==> config.mk <==
export PLATFORM = sky130hd
export DESIGN_NAME = dpr16x4_reader
export DESIGN_NICKNAME = d
export VERILOG_FILES = /design/src/rtl/dpr16x4_pkg.sv /design/src/rtl/dpr16x4_ptr_cmp.sv /design/src/rtl/dpr16x4_reader.sv
export SDC_FILE = /design/constraint.sdc
export NUM_CORES = 1
export LEC_CHECK = 0
export ABC_AREA = 1
export ABC_CLOCK_PERIOD_IN_PS = 1700
export BUFFER_PORTS_ARGS = -buffer_cell sky130_fd_sc_hd__buf_2
export CELL_PAD_IN_SITES_DETAIL_PLACEMENT = 1
export CELL_PAD_IN_SITES_GLOBAL_PLACEMENT = 1
export CORE_ASPECT_RATIO = 1.5
export CORE_UTILIZATION = 29
export CTS_CLUSTER_SIZE = 10
export DETAILED_ROUTE_END_ITERATION = 8
export PLACE_DENSITY = 0.73
export REMOVE_ABC_BUFFERS = 1
export SYNTH_ARGS = -nofsm -noshare
export SYNTH_HDL_FRONTEND = slang
export SYNTH_HIERARCHICAL = 1
export SYNTH_SLANG_ARGS = --single-unit
==> constraint.sdc <==
create_clock -name rck -period 1.7 [get_ports rck]
set_clock_uncertainty 0.15 [all_clocks]
set_input_delay 0.17 -clock rck [delete_from_list [all_inputs] [get_ports rck]]
set_output_delay 0.17 -clock rck [all_outputs]
set_load 0.02 [all_outputs]
==> src/rtl/dpr16x4_pkg.sv <==
// Shared constants and types for the 16x4 dual-port RAM writer/reader pair.
package dpr16x4_pkg;

  localparam int unsigned DEPTH  = 16;
  localparam int unsigned DATA_W = 4;
  localparam int unsigned PTR_W  = 5;
  localparam int unsigned ADDR_W = 4;

  typedef logic [PTR_W-1:0]  ptr_t;
  typedef logic [DATA_W-1:0] data_t;
  typedef logic [ADDR_W-1:0] addr_t;

  // RAM address is the pointer without its wrap bit.
  function automatic addr_t ptr_addr(input ptr_t p);
    return p[ADDR_W-1:0];
  endfunction

endpackage

==> src/rtl/dpr16x4_ptr_cmp.sv <==
// Occupancy compare between the writer and reader pointers of the 16x4 RAM.
module dpr16x4_ptr_cmp
  import dpr16x4_pkg::*;
(
  input  logic [PTR_W-1:0] wr_ptr,
  input  logic [PTR_W-1:0] rd_ptr,
  output logic [PTR_W-1:0] level,
  output logic             empty,
  output logic             over_depth
);

  always_comb begin
    level      = wr_ptr - rd_ptr;
    empty      = (wr_ptr == rd_ptr);
    // 17..31 can only arise from a writer that lapped the reader.
    over_depth = (level > ptr_t'(DEPTH));
  end

endmodule

==> src/rtl/dpr16x4_reader.sv <==
// Read side of a 16x4 distributed-RAM FIFO: drives RAD, registers DO into a
// one-word output stage with valid/ready handshake, flush and overrun flag.
module dpr16x4_reader
  import dpr16x4_pkg::*;
#(
  parameter bit ERR_CLR_ON_FLUSH = 1'b1
) (
  input  logic              rck,
  input  logic              rst_n,
  input  logic [PTR_W-1:0]  wr_ptr,
  output logic [ADDR_W-1:0] rad,
  input  logic [DATA_W-1:0] ram_do,
  output logic [PTR_W-1:0]  rd_ptr,
  output logic [DATA_W-1:0] q,
  output logic              q_valid,
  input  logic              q_ready,
  input  logic              flush,
  output logic [PTR_W-1:0]  level,
  output logic              empty,
  output logic              ovf_err
);

  ptr_t  rd_ptr_q, rd_ptr_d;
  data_t q_q, q_d;
  logic  q_valid_q, q_valid_d;
  logic  ovf_err_q, ovf_err_d;
  logic  over_depth;
  logic  load;

  dpr16x4_ptr_cmp u_ptr_cmp (
    .wr_ptr     (wr_ptr),
    .rd_ptr     (rd_ptr_q),
    .level      (level),
    .empty      (empty),
    .over_depth (over_depth)
  );

  // Output stage is free when empty or being drained this cycle.
  assign load = !empty && (!q_valid_q || q_ready) && !flush;

  always_comb begin
    rd_ptr_d  = rd_ptr_q;
    q_d       = q_q;
    q_valid_d = q_valid_q;
    if (flush) begin
      rd_ptr_d  = wr_ptr;
      q_valid_d = 1'b0;
    end else if (load) begin
      q_d       = ram_do;
      q_valid_d = 1'b1;
      rd_ptr_d  = rd_ptr_q + ptr_t'(1);
    end else if (q_valid_q && q_ready) begin
      q_valid_d = 1'b0;
    end
  end

  // Set wins over a flush clear in the same cycle.
  always_comb begin
    ovf_err_d = ovf_err_q;
    if (flush && ERR_CLR_ON_FLUSH) begin
      ovf_err_d = 1'b0;
    end
    if (over_depth) begin
      ovf_err_d = 1'b1;
    end
  end

  always_ff @(posedge rck or negedge rst_n) begin
    if (!rst_n) begin
      rd_ptr_q  <= '0;
      q_q       <= '0;
      q_valid_q <= 1'b0;
      ovf_err_q <= 1'b0;
    end else begin
      rd_ptr_q  <= rd_ptr_d;
      q_q       <= q_d;
      q_valid_q <= q_valid_d;
      ovf_err_q <= ovf_err_d;
    end
  end

  assign rad     = ptr_addr(rd_ptr_q);
  assign rd_ptr  = rd_ptr_q;
  assign q       = q_q;
  assign q_valid = q_valid_q;
  assign ovf_err = ovf_err_q;

endmodule

==> results.ini <==
[timing]
worst_pin_slew_ns=0.2846
report.final.hold_viol_count=1
period_share_pct=120.4
min_period_ns=2.046
relSlewSlack_pct=81.03
slew_violations=0
rsz0062_at_grt=true
fmax_mhz=488.7
layout_setup_ws_ns=-0.3462
holdWs_ns=-0.003013
setup_viol=6

[critical_path]
r2r_end=ovf_err
worstPathArrival_ns=2.03
path_class=flip-flop to flip-flop
r2r_setup_slack_ns=-0.35
crit_path_start=rd_ptr[0]
cp.required_ns=1.68
crit_path_end=ovf_err
end_kind=flip-flop
reg2reg_depth=9
critPathLaunchType=flip-flop
crit_fanout=2
reg2reg_from=rd_ptr[0]

[global_route]
grt.met2_usage_pct=44.02
grt_antenna_before_repair=0
grt_pass1_wl_um=4491
grt_busiest_layer=met2
overflow=0
grt_max_degree=14
grt_usage_pct=20.99
grt_pass1_vias=1029
met3_usage_pct=2.439
met1_usage_pct=18.05

[clock_network]
clock_latency_ns=0.24
htreeDepth=1
cts_sinks=11
cts_buffers=3
cts_tree=yes
clkTransAtPathRegs_ns=0.05
clock_tree.root_cell=clkbuf_8
ctsLongestPathBuffers=2

[route]
vias=971
drt_iter0_markers=15
first_pass_iters=2
routedWlPerCell_um=14.04
routed_wl_um=2949
viasPerCell=4.624
ant_nets=0
drc=0

[cells_and_area]
area_growth_syn_to_layout_pct=67.13
layout_common_cells=nand2_1 (35), buf_2 (28), buf_4 (19)
final_common_cell=nand2_1
drive_above_1_share_pct=48.55
nNetsFinal=193
n_antenna_cell=0
layout.cells.non_filler=210

[logic_synthesis]
yosys_warnings=6
synth-async-reset-ratio_pct=100.0
yosysSeqAreaShare_pct=33.64
synth_edf_count=0
syn_inst=115
synth.distinct_cells=18
avgSynthCellArea_um2=7.116
yosys_most_used_dff=dfrtp_1
postSynthRegisterBits=11
synth_area_um2=818.3

[floorplan]
rows=23
io_pins=34
design.die.area_mm2=0.003042
start_util_pct=30.58
die_w_um=45.37
dieHeight_um=67.06
core_area_mm2=0.002676

[status]
outcome=finished with violations
violations=negative hold slack, negative setup slack

[place]
dpl.hpwl_um=2019
dpl_worst_slack_ns=-0.3009
placed_cells_incl_taps=191
io_buffers=33
gp_congestion=0.7546

[power]
ir_drop_mv=0.5268
p_total_mw=1.520
leakage_nw=0.7423
pwr_density_cell_mw_per_mm2=1111

[worst_hold_path]
worstHoldPathType=input pin to flip-flop

[run]
maxCapViolCount=0

worst min-delay path by stage:
| stage | from | to | depth (start not counted) |
|---|---|---|---|
| floorplan | rst_n | ovf_err | 0 |
| global placement | rst_n | q[2] | 1 |
| detailed placement | rst_n | rd_ptr[1] | 1 |
| CTS | ram_do[2] | q[2] | 3 |
| global route | ram_do[2] | q[2] | 3 |
| finish | ram_do[2] | q[2] | 3 |
stage by stage:
stage | hold slack [ns] | TNS [ns] | utilization (%) | area, µm²
2_1_floorplan | -0.2756 | -7.226 | - | 765.7
3_3_place_gp | -0.08644 | -0.2661 | 39.88 | 1067
3_5_place_dp | -0.08441 | -0.8302 | 39.88 | 1067
4_1_cts | 0.006977 | -1.043 | 48.39 | 1295
5_1_grt | 0.02177 | -2.270 | 51.10 | 1368
6_report | -0.003013 | -1.508 | 51.10 | 1368
state kept, by name, indices dropped and copies added (netlist names):
| register | cells |
|---|---|
| ovf_err | 1 |
| q | 4 |
| rd_ptr | 5 |
| q_valid | 1 |
area by class of cell:
class	count	area, µm²
clock buffers	4	45.04
fillers	349	1309
inverters	17	63.81
multi-input cells	81	513.0
flip-flops and latches	11	275.3
well taps	37	46.29
repair buffers	60	424.2
Yosys cell counts, types with 3 or more instances:
cell type	count	area [µm²]
nand4_1	3	18.77
nand2_1	37	138.9
nand2_2	4	25.02
ha_1	5	62.56
nor2_1	3	11.26
nand3_1	15	75.07
a21oi_1	3	15.01
inv_1	14	52.55
o21ai_1	5	25.02
inv_2	3	11.26
buf_4	4	30.03
dfrtp_1	11	275.3
routing by layer:
layer | vias up | part of all wire (%)
met5 | - | 0
met2 | 18 | 63
li1 | 474 | -
met1 | 474 | 34
met3 | 5 | 1.5
met4 | 0 | 1.6
critical path, stage by stage, from the launching register on:
cell,delay [ns]
dfrtp_1,0.40
ha_2,0.20
inv_2,0.07
fa_2,0.42
or2_0,0.22
nor2_1,0.13
nand3_1,0.08
nand2_1,0.08
inv_1,0.04
a21o_1,0.15
report_power, final:
part	switching (mW)	internal [mW]
sequential	0.0319	0.311
combinational	0.495	0.405
clock	0.112	0.166
total	0.639	0.881
cells by family (layout without fill, tap and decap cells):
| kind of cell | count (synthesis) | after routing | synth area share, % |
|---|---|---|---|
| and+or+nand+nor | 65 | 65 | 35.17 |
| adders and majority gates | 6 | 6 | 10.09 |
| AOI/OAI and AO/OA | 9 | 9 | 5.810 |
| DFF | 11 | 11 | 33.64 |
| xor gates and xnor gates | 1 | 1 | 1.071 |
| buffers and inverters | 23 | 81 | 14.22 |
what timing repair did:
item	CTS	global route
setup endpoints to repair	15	15
pin swaps	16	10
endpoints found under the hold margin	14	0
hold buffers	4	0
setup buffers	8	4
gates resized for setup	23	10
(Power assumes the default switching activity.)
